### src/rtl/pipeline_stage_sequencer_pkg.sv
// Shared constants and types for the 5-stage pipeline sequencer:
// one-hot stage encodings, stage vector width, MEM timeout limit,
// FSM state type and the state-to-stage-vector decode.
package pipeline_stage_sequencer_pkg;

  localparam int STAGE_COUNT    = 5;
  localparam int TIMEOUT_CYCLES = 15;

  localparam logic [STAGE_COUNT-1:0] STAGE_IF  = 5'b00001;
  localparam logic [STAGE_COUNT-1:0] STAGE_ID  = 5'b00010;
  localparam logic [STAGE_COUNT-1:0] STAGE_EX  = 5'b00100;
  localparam logic [STAGE_COUNT-1:0] STAGE_MEM = 5'b01000;
  localparam logic [STAGE_COUNT-1:0] STAGE_WB  = 5'b10000;

  typedef enum logic [2:0] {
    ST_IF   = 3'd0,
    ST_ID   = 3'd1,
    ST_EX   = 3'd2,
    ST_MEM  = 3'd3,
    ST_WB   = 3'd4,
    ST_HALT = 3'd5
  } seq_state_t;

  // HALT (and any illegal encoding) shows an all-zero stage vector.
  function automatic logic [STAGE_COUNT-1:0] stage_onehot(input seq_state_t st);
    logic [STAGE_COUNT-1:0] v;
    case (st)
      ST_IF:   v = STAGE_IF;
      ST_ID:   v = STAGE_ID;
      ST_EX:   v = STAGE_EX;
      ST_MEM:  v = STAGE_MEM;
      ST_WB:   v = STAGE_WB;
      default: v = 5'b00000;
    endcase
    return v;
  endfunction

endpackage

### src/rtl/pipeline_stage_sequencer_if.sv
// Control/bus bundle between the decoder, the sequencer and the data bus.
// The master side drives decoded control and bus status; the slave side
// (the sequencer) drives the stage vector, PC and bus request.
interface pipeline_stage_sequencer_if
  import pipeline_stage_sequencer_pkg::*;
#(
  parameter int I_ADDR_WIDTH = 8,
  parameter int RETIRE_WIDTH = 16
);

  logic                    mem_access;
  logic                    mem_ready;
  logic                    branch_taken;
  logic [I_ADDR_WIDTH-1:0] branch_target;
  logic                    halt_req;
  logic [STAGE_COUNT-1:0]  pipeline_stage;
  logic [I_ADDR_WIDTH-1:0] program_counter;
  logic                    mem_req;
  logic                    pc_advance;
  logic                    halted;
  logic                    bus_error;
  logic [RETIRE_WIDTH-1:0] retired_count;

  modport master (
    output mem_access, mem_ready, branch_taken, branch_target, halt_req,
    input  pipeline_stage, program_counter, mem_req, pc_advance, halted,
           bus_error, retired_count
  );

  modport slave (
    input  mem_access, mem_ready, branch_taken, branch_target, halt_req,
    output pipeline_stage, program_counter, mem_req, pc_advance, halted,
           bus_error, retired_count
  );

endinterface

### src/rtl/pipeline_stage_sequencer_wait_counter.sv
// seq_wait_counter: clearable up-counter with a terminal-count flag used
// to bound MEM wait states. Only built when SEQ_TIMEOUT_EN is defined.
// tc is high while the counter holds LIMIT-1, i.e. during the LIMIT-th
// counted cycle, so the caller can act on the edge that reaches LIMIT.
`ifdef SEQ_TIMEOUT_EN
module seq_wait_counter #(
  parameter int LIMIT = 15
) (
  input  logic clk,
  input  logic reset,
  input  logic clr,
  input  logic en,
  output logic tc
);

  localparam int CW = $clog2(LIMIT + 1);

  logic [CW-1:0] count_r;

  // Count enabled cycles, saturating at LIMIT; clear wins over count.
  always_ff @(posedge clk) begin
    if (reset || clr) begin
      count_r <= CW'(0);
    end else if (en && (count_r != CW'(LIMIT))) begin
      count_r <= count_r + CW'(1);
    end
  end

  assign tc = (count_r == CW'(LIMIT - 1));

endmodule
`endif

### src/rtl/pipeline_stage_sequencer.sv
// pipeline_stage_sequencer: steps the 5-stage core IF->ID->EX->MEM->WB,
// holds the PC and retire counter, stretches MEM with bus wait states and
// stops in HALT on a WB halt request (left only by reset).
// Optional feature macro: SEQ_TIMEOUT_EN -- bounds MEM wait states to
// TIMEOUT_CYCLES and pulses bus_error on the forced MEM->WB move.
module pipeline_stage_sequencer
  import pipeline_stage_sequencer_pkg::*;
#(
  parameter int I_ADDR_WIDTH = 8,
  parameter int RETIRE_WIDTH = 16
) (
  input logic                      clk,
  input logic                      reset,
  pipeline_stage_sequencer_if.slave bus
);

  seq_state_t              state_r;
  seq_state_t              state_nx_s;
  logic [I_ADDR_WIDTH-1:0] pc_r;
  logic                    mem_acc_r;
  logic                    br_taken_r;
  logic [I_ADDR_WIDTH-1:0] br_target_r;
  logic [RETIRE_WIDTH-1:0] retired_r;
  logic                    mem_done_s;

`ifdef SEQ_TIMEOUT_EN
  logic mem_wait_s;
  logic timeout_s;
  logic bus_error_r;

  assign mem_wait_s = (state_r == ST_MEM) && mem_acc_r && !bus.mem_ready;

  seq_wait_counter #(
    .LIMIT (TIMEOUT_CYCLES)
  ) u_wait_counter (
    .clk   (clk),
    .reset (reset),
    .clr   (state_r == ST_EX),
    .en    (mem_wait_s),
    .tc    (timeout_s)
  );

  // bus_error is high for the WB cycle that follows a timeout abort.
  always_ff @(posedge clk) begin
    if (reset) begin
      bus_error_r <= 1'b0;
    end else begin
      bus_error_r <= mem_wait_s && timeout_s;
    end
  end

  // MEM completes on mem_ready, on a non-bus instruction, or on timeout.
  assign mem_done_s = !mem_acc_r || bus.mem_ready || timeout_s;
  assign bus.bus_error = bus_error_r;
`else
  // Without the timeout, MEM waits on mem_ready indefinitely.
  assign mem_done_s = !mem_acc_r || bus.mem_ready;
  assign bus.bus_error = 1'b0;
`endif

  // Next-state decode for the stage FSM.
  always_comb begin
    state_nx_s = state_r;
    case (state_r)
      ST_IF:   state_nx_s = ST_ID;
      ST_ID:   state_nx_s = ST_EX;
      ST_EX:   state_nx_s = ST_MEM;
      ST_MEM: begin
        if (mem_done_s) begin
          state_nx_s = ST_WB;
        end else begin
          state_nx_s = ST_MEM;
        end
      end
      ST_WB: begin
        if (bus.halt_req) begin
          state_nx_s = ST_HALT;
        end else begin
          state_nx_s = ST_IF;
        end
      end
      ST_HALT: state_nx_s = ST_HALT;
      default: state_nx_s = ST_IF;
    endcase
  end

  // State register, EX-stage latches, PC and retire counter updates.
  always_ff @(posedge clk) begin
    if (reset) begin
      state_r     <= ST_IF;
      pc_r        <= I_ADDR_WIDTH'(0);
      mem_acc_r   <= 1'b0;
      br_taken_r  <= 1'b0;
      br_target_r <= I_ADDR_WIDTH'(0);
      retired_r   <= RETIRE_WIDTH'(0);
    end else begin
      state_r <= state_nx_s;
      if (state_r == ST_EX) begin
        mem_acc_r   <= bus.mem_access;
        br_taken_r  <= bus.branch_taken;
        br_target_r <= bus.branch_target;
      end
      if (state_r == ST_WB) begin
        pc_r      <= br_taken_r ? br_target_r : (pc_r + I_ADDR_WIDTH'(1));
        retired_r <= retired_r + RETIRE_WIDTH'(1);
      end
    end
  end

  assign bus.pipeline_stage  = stage_onehot(state_r);
  assign bus.program_counter = pc_r;
  assign bus.mem_req         = (state_r == ST_MEM) && mem_acc_r;
  assign bus.pc_advance      = (state_r == ST_WB);
  assign bus.halted          = (state_r == ST_HALT);
  assign bus.retired_count   = retired_r;

endmodule
### src/flat_wrapper.sv
// flat-port wrapper written by rule: the top's interface ports become plain ports
module pipeline_stage_sequencer_flat import pipeline_stage_sequencer_pkg::*;
#(
  parameter int I_ADDR_WIDTH = 8,
  parameter int RETIRE_WIDTH = 16
)
  (clk, reset, bus_mem_access, bus_mem_ready, bus_branch_taken, bus_branch_target, bus_halt_req, bus_pipeline_stage, bus_program_counter, bus_mem_req, bus_pc_advance, bus_halted, bus_bus_error, bus_retired_count);
  pipeline_stage_sequencer_if #(.I_ADDR_WIDTH(I_ADDR_WIDTH), .RETIRE_WIDTH(RETIRE_WIDTH)) bus_i ();
  input logic clk;
  input logic reset;
  input wire logic [$bits(bus_i.mem_access)-1:0] bus_mem_access;
  input wire logic [$bits(bus_i.mem_ready)-1:0] bus_mem_ready;
  input wire logic [$bits(bus_i.branch_taken)-1:0] bus_branch_taken;
  input wire logic [$bits(bus_i.branch_target)-1:0] bus_branch_target;
  input wire logic [$bits(bus_i.halt_req)-1:0] bus_halt_req;
  output wire logic [$bits(bus_i.pipeline_stage)-1:0] bus_pipeline_stage;
  output wire logic [$bits(bus_i.program_counter)-1:0] bus_program_counter;
  output wire logic [$bits(bus_i.mem_req)-1:0] bus_mem_req;
  output wire logic [$bits(bus_i.pc_advance)-1:0] bus_pc_advance;
  output wire logic [$bits(bus_i.halted)-1:0] bus_halted;
  output wire logic [$bits(bus_i.bus_error)-1:0] bus_bus_error;
  output wire logic [$bits(bus_i.retired_count)-1:0] bus_retired_count;
  assign bus_i.mem_access = bus_mem_access;
  assign bus_i.mem_ready = bus_mem_ready;
  assign bus_i.branch_taken = bus_branch_taken;
  assign bus_i.branch_target = bus_branch_target;
  assign bus_i.halt_req = bus_halt_req;
  assign bus_pipeline_stage = bus_i.pipeline_stage;
  assign bus_program_counter = bus_i.program_counter;
  assign bus_mem_req = bus_i.mem_req;
  assign bus_pc_advance = bus_i.pc_advance;
  assign bus_halted = bus_i.halted;
  assign bus_bus_error = bus_i.bus_error;
  assign bus_retired_count = bus_i.retired_count;
  pipeline_stage_sequencer #(.I_ADDR_WIDTH(I_ADDR_WIDTH), .RETIRE_WIDTH(RETIRE_WIDTH)) u_core (.clk(clk), .reset(reset), .bus(bus_i));
endmodule
### config.mk
export PLATFORM = sky130hd
export DESIGN_NAME = pipeline_stage_sequencer_flat
export DESIGN_NICKNAME = d
export VERILOG_FILES = /design/src/rtl/pipeline_stage_sequencer_pkg.sv /design/src/rtl/pipeline_stage_sequencer_if.sv /design/src/rtl/pipeline_stage_sequencer_wait_counter.sv /design/src/rtl/pipeline_stage_sequencer.sv /design/src/flat_wrapper.sv
export SDC_FILE = /design/constraint.sdc
export NUM_CORES = 1
export LEC_CHECK = 0
export ABC_AREA = 1
export CORE_AREA = 10 10 78 80
export CTS_CLUSTER_DIAMETER = 200
export CTS_CLUSTER_SIZE = 24
export DETAILED_ROUTE_END_ITERATION = 10
export DIE_AREA = 0 0 88 90
export DONT_BUFFER_PORTS = 1
export PLACE_DENSITY_LB_ADDON = 0.1
export SLEW_MARGIN = 15
export SYNTH_ARGS = -nofsm -noshare
export SYNTH_HDL_FRONTEND = slang
export SYNTH_HIERARCHICAL = 1
export SYNTH_SLANG_ARGS = --single-unit
export TNS_END_PERCENT = 30
### constraint.sdc
create_clock -name clk -period 1.7 [get_ports clk]
set_clock_uncertainty 0.2 [all_clocks]
set_input_delay 0.34 -clock clk [delete_from_list [all_inputs] [get_ports clk]]
set_output_delay 0.34 -clock clk [all_outputs]
set_load 0.02 [all_outputs]
==> results.cfg, run 1 <==
[placed_design]
portBuffers = 0
placed_cells = 332
hpwl_um = 3600
gp_congestion = 0.752

[critical_path]
ff2ff_setup_slack_ns = 0.14
r2r_cells = 7
worstReg2RegEnd = u_core/bus.retired_count[14]$_SDFFE_PP0P_
critPathArrivalTime_ns = 1.14
critical_path_class = reg2out
worstPathRequired_ns = 1.16
cp_max_fo = 13
cp-end-kind = output port
r2r_start = u_core/bus.retired_count[1]$_SDFFE_PP0P_
start_kind = register

[cells_and_area]
layout-drive-gt1-share = 0.214
stdcell_count = 344
fillers = 470
finalNetCount = 305
syn2layout_area_growth_pct = 29.4
num_antenna_cells = 0

[timing]
setup_violations = 0
max_freq_mhz = 597
timing.final.crit_share = 0.986
hold_viol_final = 0
finalMaxSlewViolations = 0
layout_min_cycle_time_ns = 1.68
rsz0062_at_grt = yes
hold-worst-slack_ns = 0.00726

[cts]
ctsLongestPathBuffers = 2
cts-root-buf = clkbuf_8
cts_setup_buffers = 0
cts_tree = done
clk_latency_ns = 0.29
cts_sinks = 37
h-tree-depth = 2
numCtsBuffers = 5
clk_pin_slew_ns = 0.07

[route]
drt_iter0_markers = 82
remaining_drc_errors = 0
drtAntennaViolNets = 0
drtPass1Iterations = 4
wl_per_cell_um = 14.1
via_count = 1705
post_drt_via_cell_ratio = 4.96
drt-total-wl_um = 4860

[synth]
synth_cells = 253
ys_types = 30
synthesis.nets = 269
netlist_area_sq_mm = 0.00178
yosysWarnings = 6
ys_seq_elements = 37
seq_area_frac_synth = 0.416
syn_avg_cell_area_sq_um = 7.03

[grt]
antenna_found_initial = 0
grt_pass1_wl_um = 8000
grt_pass1_vias = 1601
grt_max_degree = 21
grt_use_total = 0.125
grt-ovfl-total = 0

[floorplan]
ios = 47
initial_core_util = 0.387
fp.coreArea_sq_mm = 0.00460
fp.dieW_um = 88
dieArea_sq_mm = 0.00792
dieHeight_um = 90
core.rowCount = 25

[run]
drv_cap = 0

[power_and_ir_drop]
ir_worst_vdd_mv = 0.615
leakage_nw = 0.970
powerDensity_mw_per_mm2 = 1060

[min_path]
hold_start = bus_branch_target[0]
hold-path-endpoint = u_core/br_target_r[0]$_SDFFE_PP0P_
hold-path-cell-count = 2
min_path_type = in2reg

[run_status]
status = complete, no violations
## registers in the layout (all words and copies together), names as in the netlist
name and flops:
u_core/br_taken_r 1, u_core/br_target_r 8, u_core/bus.program_counter 8, u_core/bus.retired_count 16
u_core/mem_acc_r 1, u_core/state_r 3
## final cells by class
cell class	count	area [sq um]	share of cell area
Tap cell	54	67.6	0.0293
Multi-Input combinational cell	180	913	0.397
Timing Repair Buffer	37	328	0.142
Clock inverter	3	65.1	0.0283
Inverter	28	115	0.0500
Sequential cell	37	744	0.323
Clock buffer	5	68.8	0.0299
## report_power, final
group          leakage, nW  total [mW]  switching, mW  internal [mW]
registers            0.301       0.994         0.0487          0.945
logic                0.601       0.523          0.325          0.198
clock network       0.0681       0.923          0.339          0.583
## cell families after synthesis
family	synth area share
AO/OA/AOI/OAI	0.155
XOR/XNOR	0.00985
adder cells (fa/ha/maj)	0.0141
buffers and inverters	0.0914
flip-flops	0.416
other	0.00211
AND/OR/NAND/NOR	0.311
## Yosys cell counts
cell	number	area, sq um
nand3_2	3	30.0
nand2_1	50	188
nand3_1	12	60.1
o21ai_1	1	5.00
clkinv_1	1	3.75
buf_4	2	15.0
conb_1	1	3.75
nor2_2	2	12.5
buf_2	4	20.0
o31ai_1	1	7.51
nor3_4	1	16.3
xor2_1	2	17.5
o21ai_0	22	110
a31oi_1	1	6.26
or2_2	1	6.26
and3_1	1	6.26
a21oi_1	28	140
nor2_4	3	33.8
nor2_1	39	146
ha_1	2	25.0
nor3b_1	1	7.51
a211oi_1	1	7.51
nor3_1	4	20.0
nand4_1	2	12.5
inv_2	2	7.51
nand3b_1	1	7.51
buf_6	2	22.5
nand2_2	1	6.26
inv_1	25	93.8
dfxtp_1	37	741
## placed cells by master (no fill, tap or decap), drive strengths merged
cell          n
and3          1
inv          27
o21ai        23
dfxtp        37
nand3b        1
ha            2
nand3        15
or2           1
conb          1
clkbuf        5
bufinv        2
clkinv        2
nand2        51
dlygate4sd3   4
nor3          5
buf          33
a31oi         1
nand4         2
nor3b         1
xor2          2
a211oi        1
a21oi        28
o31ai         1
nor2         44
## worst max-delay path: stages (launching register included)
cell and delay [ns]:
dfxtp_2 0.33, nor2_2 0.15, nand2_4 0.12, inv_6 0.11
buf_12 0.14
## per-layer routing
layer  share of wire  vias to the layer above  GRT usage
met5               0                        -          0
met1            0.45                      758      0.160
met2            0.43                       49      0.167
li1                -                      890          -
met4           0.015                        0     0.0465
met3            0.10                        8     0.0695
## worst max-delay path by stage
stage                                 startpoint                                          to  cells past startpoint
finish              u_core/state_r[1]$_SDFF_PP0_                              bus_pc_advance                      4
global placement    u_core/state_r[1]$_SDFF_PP0_                u_core/state_r[2]$_SDFF_PP0_                      8
CTS                 u_core/state_r[1]$_SDFF_PP0_                       bus_pipeline_stage[2]                      4
detailed placement  u_core/state_r[1]$_SDFF_PP0_  u_core/bus.program_counter[4]$_SDFFE_PP0P_                      6
floorplan           u_core/state_r[0]$_SDFF_PP0_                                  bus_halted                      2
global route        u_core/state_r[1]$_SDFF_PP0_                              bus_pc_advance                      4
## metrics by stage
step	power (mW)	setup WS, ns	utilization	instance area [sq um]	setup TNS (ns)
after floorplan	1.31	0.0896	-	1780	0
after global placement	1.45	0.179	0.446	2050	0
after detailed placement	1.45	0.152	0.446	2050	0
after CTS	2.41	-0.00487	0.491	2260	-0.00487
after global routing	2.57	-0.0360	0.501	2300	-0.0928
final	2.44	0.0236	0.501	2300	0
## timing repair
| action | CTS | global route |
|---|---|---|
| gates resized for setup | 10 | 13 |
| hold buffers | 4 | 0 |
| pin swaps | 0 | 2 |
| hold endpoints to repair | 12 | 0 |
| endpoints found under the setup margin | 6 | 7 |
No activity file was read; power rests on OpenSTA's default activity.
==> run 2, diff against run 1 <==
- CTS_BUF_LIST: not set -> sky130_fd_sc_hd__clkbuf_4
- GPL_TIMING_DRIVEN: not set -> 0
==> run 2 against run 1 <==
The run now ends with setup timing left. Sequential share of layout area up 3.6 points. Sequential cell count unchanged. Clock-buffer cell count up 1. Design area down 7.0%. Critical endpoint is now bus_mem_req. Highest routed layer unchanged.
==> results.cfg, run 2 (synthesis results as in run 1) <==
[placed_design]
preCtsSetupSlack_ns = -0.0688
placed_cells = 307
portBuffers = 0
gp_congestion = 0.736
dpl-instance-area_sq_mm = 0.00185
hpwl_um = 3380

[route]
via_count = 1639
dr_wl_met2_um = 2110
drt-total-wl_um = 4720
top_layer_used = met4
drt_iter0_markers = 96
met1_length_um = 2130
drtPass1Iterations = 4
wl_per_cell_um = 14.5
drtAntennaViolNets = 0
dr_wl_met3_um = 420
remaining_drc_errors = 0
post_drt_via_cell_ratio = 5.03

[critical_path]
cp-end-kind = output port
critical_path_class = reg2out
start_kind = register
crit_end = bus_mem_req
r2r_cells = 8
r2r_start = u_core/state_r[1]$_SDFF_PP0_
crit_path_start = u_core/state_r[0]$_SDFF_PP0_
cp_max_fo = 5
critPathArrivalTime_ns = 1.22
worstPathRequired_ns = 1.16
ff2ff_setup_slack_ns = 0.06
worstReg2RegEnd = u_core/bus.retired_count[7]$_SDFFE_PP0P_

[timing]
hold_viol_final = 0
finalMaxSlewViolations = 0
rsz0062_at_grt = yes
setup_ws_ns = -0.0563
layout_min_cycle_time_ns = 1.76
setup_violations = 6
timing.final.crit_share = 1.03
max_freq_mhz = 569

[cts]
cts-root-buf = clkbuf_4
cts_tree = done
cts_sinks = 37
clk_pin_slew_ns = 0.11
ctsLongestPathBuffers = 2
h-tree-depth = 2
numCtsBuffers = 5
clk_latency_ns = 0.35

[floorplan]
core.rowCount = 25
fp.coreArea_sq_mm = 0.00460
fp.dieW_um = 88
dieHeight_um = 90
initial_core_util = 0.387
dieArea_sq_mm = 0.00792
ios = 47

[power_and_ir_drop]
leakage_nw = 0.816
cellInternalPower_mw = 1.27
pwr-share-seq = 0.534
power_mw = 1.95
ir_worst_vdd_mv = 0.500
combPwrFrac = 0.229
clockPowerShare = 0.237
powerDensity_mw_per_mm2 = 910
p_sw_frac = 0.346
switchingPower_mw = 0.674

[cells_and_area]
finalNetCount = 288
largest_reg_flops = 16
mostFrequentLayoutCells = 49 x nand2_1, 37 x nor2_1, 28 x a21oi_1
syn2layout_area_growth_pct = 20.3
seqCellArea_sq_um = 769
layout-drive-gt1-share = 0.191
multi_input_area_sq_um = 950
final_common_cell = nand2_1
fillers = 487
stdcell_count = 326
fin_area_sq_mm = 0.00214
num_antenna_cells = 0

[grt]
grt_use_total = 0.120
grt-ovfl-total = 0
grt_pass1_wl_um = 7690
grt_pass1_vias = 1559
grt_max_degree = 11
antenna_found_initial = 0

[run_status]
status = finished, violations left
failed_checks = setup timing

[min_path]
min_path_type = in2reg

[run]
drv_cap = 0
## run 2: worst min path at each step
stage	start	endpoint	cells past startpoint
after floorplan	u_core/br_target_r[5]$_SDFFE_PP0P_	u_core/br_target_r[5]$_SDFFE_PP0P_	2
after global placement	u_core/br_target_r[6]$_SDFFE_PP0P_	u_core/br_target_r[6]$_SDFFE_PP0P_	2
after detailed placement	u_core/br_target_r[6]$_SDFFE_PP0P_	u_core/br_target_r[6]$_SDFFE_PP0P_	2
after CTS	bus_halt_req	u_core/state_r[2]$_SDFF_PP0_	4
after global routing	bus_mem_access	u_core/mem_acc_r$_SDFFE_PP0P_	2
final	bus_halt_req	u_core/state_r[2]$_SDFF_PP0_	4
## run 2: critical path, stage by stage, from the launching register on
cell and delay, ns:
dfxtp_4 0.41, inv_1 0.16, nor3_4 0.31
## run 2: final cells by class
| cell class | count | share of cell area |
|---|---|---|
| Clock buffer | 6 | 0.0210 |
| Tap cell | 54 | 0.0316 |
| Inverter | 28 | 0.0555 |
| Multi-Input combinational cell | 180 | 0.444 |
| Sequential cell | 37 | 0.359 |
| Timing Repair Buffer | 12 | 0.0526 |
| Buffer | 8 | 0.0345 |
| Clock inverter | 1 | 0.00175 |
## run 2: through the flow
step / setup TNS (ns) / util / hold slack (ns)
after floorplan: 0 / - / 0.224
after global placement: -0.260 / 0.402 / 0.246
after detailed placement: -0.296 / 0.402 / 0.248
after CTS: -0.272 / 0.459 / 0.00531
after global routing: -0.864 / 0.466 / 0.0190
final: -0.191 / 0.466 / 0.0189
## run 2: repair_timing
| action | 4_1_cts | 5_1_grt |
|---|---|---|
| gates resized for setup | 31 | 12 |
| buffers inserted | 3 | 0 |
| endpoints found under the setup margin | 14 | 18 |
| pin swaps | 3 | 0 |
| hold endpoints to repair | 9 | 0 |
| hold buffers | 9 | 0 |
## run 2: per-layer routing
| metal | global-route usage | vias to the layer above |
|---|---|---|
| met5 | 0 | - |
| met4 | 0.0319 | 0 |
| met3 | 0.0569 | 6 |
| met2 | 0.186 | 40 |
| met1 | 0.144 | 737 |
| li1 | - | 856 |
## run 2: power by group through the flow
| stage | combinational, mW | sequential [mW] | clock [mW] |
|---|---|---|---|
| floorplan | 0.295 | 1.02 | 0 |
| global placement | 0.364 | 1.03 | 0 |
| detailed placement | 0.363 | 1.03 | 0 |
| CTS | 0.447 | 1.04 | 0.480 |
| global route | 0.497 | 1.06 | 0.523 |
| finish | 0.446 | 1.04 | 0.462 |
==> run 3, diff against run 2 <==
- GPL_TIMING_DRIVEN: 0 -> not set
==> run 3 against run 2 <==
Sequential power fell by 4%. Highest routed layer unchanged. The flow still finishes with violations (setup timing). Wire length grew 2.8%. Combinational power up 23%. Setup slack better by 0.039 ns. Critical endpoint is now bus_pc_advance.
==> results.cfg, run 3 (synthesis results as in run 1) <==
[run_status]
status = finished, violations left
failed_checks = setup timing

[critical_path]
worstPathRequired_ns = 1.16
critical_path_class = reg2out
path_cells = nor2_2 -> nand2_4 -> inv_6 -> buf_12
critPathArrivalTime_ns = 1.18
start_kind = register
cpPeakStageDelay_ns = 0.35
crit_slowest_cell = dfxtp_2
path_buf_inv = 2
cp_max_fo = 13
crit_family = flip-flops
cp-end-kind = output port

[power_and_ir_drop]
ir_worst_vdd_mv = 0.709
cellInternalPower_mw = 1.63
leakage_nw = 0.987
switchingPower_mw = 0.695
clockPowerShare = 0.335
p_sw_frac = 0.299
powerDensity_mw_per_mm2 = 991
pwr-share-seq = 0.428
combPwrFrac = 0.236

[placed_design]
preCtsSetupSlack_ns = 0.152
gp_congestion = 0.752
hpwl_um = 3600
portBuffers = 0
dpl-instance-area_sq_mm = 0.00205

[grt]
grt_max_degree = 21
grt_pass1_vias = 1622
grt-ovfl-total = 0
antenna_found_initial = 0
grt_pass1_wl_um = 8200
grt_use_total = 0.126

[route]
post_drt_via_cell_ratio = 4.83
drtAntennaViolNets = 0
wl_per_cell_um = 13.7
drt_iter0_markers = 97
remaining_drc_errors = 0
drt-total-wl_um = 4850
via_count = 1706
drtPass1Iterations = 4

[cts]
h-tree-depth = 2
cts_tree = done
ctsLongestPathBuffers = 2
clk_pin_slew_ns = 0.11
cts-root-buf = clkbuf_4
numCtsBuffers = 5
clk_latency_ns = 0.35
cts_sinks = 37

[cells_and_area]
fillers = 464
num_antenna_cells = 0
final_common_cell = nand2_1
largest_reg_flops = 16
fin_area_sq_mm = 0.00235
layout-drive-gt1-share = 0.224
syn2layout_area_growth_pct = 31.9
finalNetCount = 314
mostFrequentLayoutCells = 49 x nand2_1, 39 x nor2_1, 34 x dfxtp_1
final_util = 0.510

[min_path]
min_path_type = in2reg

[floorplan]
initial_core_util = 0.387
dieArea_sq_mm = 0.00792
fp.coreArea_sq_mm = 0.00460
ios = 47
core.rowCount = 25
fp.dieW_um = 88
dieHeight_um = 90

[timing]
setup_ws_ns = -0.0178
max_freq_mhz = 582
layout_min_cycle_time_ns = 1.72
setup_violations = 2
finalMaxSlewViolations = 0
rsz0062_at_grt = yes
timing.final.crit_share = 1.01
hold_viol_final = 0

[run]
drv_cap = 0
-- run 3: changes by cell type in the layout (fill, tap and decap cells not counted), moves of 3 or more --
cell / previous run / this run
buf_2: 4 / 0
nor3_4: 4 / 1
nor3_2: 1 / 4
buf_6: 1 / 4
buf_4: 4 / 30
dfxtp_4: 6 / 0
dfxtp_1: 26 / 34
-- run 3: final cells by class --
class | count | area [sq um] | area share
flip-flops and latches | 37 | 744 | 0.317
well taps | 54 | 67.6 | 0.0288
repair buffers | 46 | 410 | 0.175
inverters | 28 | 113 | 0.0480
clock buffers | 5 | 37.5 | 0.0160
multi-input cells | 180 | 908 | 0.387
clock inverters | 3 | 65.1 | 0.0277
-- run 3: power groups by stage --
stage	registers (mW)	clock network (mW)	logic (mW)
floorplan	1.02	0	0.295
global placement	1.00	0	0.447
detailed placement	1.01	0	0.447
CTS	0.995	0.792	0.554
global route	1.00	0.835	0.611
finish	0.996	0.780	0.549
-- run 3: per-stage QoR --
| stage | hold WS [ns] | total power, mW | TNS [ns] | std cells |
|---|---|---|---|---|
| floorplan | 0.224 | 1.31 | 0 | 253 |
| global placement | 0.214 | 1.45 | 0 | 332 |
| detailed placement | 0.215 | 1.45 | 0 | 332 |
| CTS | 0.0104 | 2.34 | -0.0334 | 353 |
| global route | 0.0259 | 2.45 | -0.595 | 353 |
| finish | 0.0166 | 2.32 | -0.0230 | 353 |
-- run 3: path summary, 6_finish.rpt --
check | to | slack [ns] | start | depth (start not counted)
min | u_core/mem_acc_r$_SDFFE_PP0P_ | 0.02 | bus_mem_access | 2
min reg2reg | u_core/br_target_r[5]$_SDFFE_PP0P_ | 0.28 | u_core/br_target_r[5]$_SDFFE_PP0P_ | 2
max | bus_pc_advance | -0.02 | u_core/state_r[1]$_SDFF_PP0_ | 4
max reg2reg | u_core/bus.retired_count[7]$_SDFFE_PP0P_ | 0.08 | u_core/state_r[1]$_SDFF_PP0_ | 8
-- run 3: repair_timing --
| action | CTS | global route |
|---|---|---|
| resized for setup | 22 | 0 |
| hold buffers | 10 | 0 |
| pin swaps | 3 | 1 |
| setup buffers | 3 | 0 |
| setup endpoints to repair | 7 | 9 |
| endpoints found under the hold margin | 18 | 0 |
-- run 3: worst reg2reg max path, delay by kind of cell, from the launching register on --
family	cells	cell delay (ns)
buffers and inverters	2	0.32
DFF	1	0.35
and+or+nand+nor	4	0.49
AOI/OAI and AO/OA	2	0.17
-- run 3: metal layers --
layer / global-route usage / wire (um) / vias to the layer above
li1: - / - / 908
met1: 0.167 / 2280 / 750
met2: 0.170 / 2050 / 40
met3: 0.0641 / 458 / 8
met4: 0.0399 / 70 / 0
met5: 0 / 0 / -
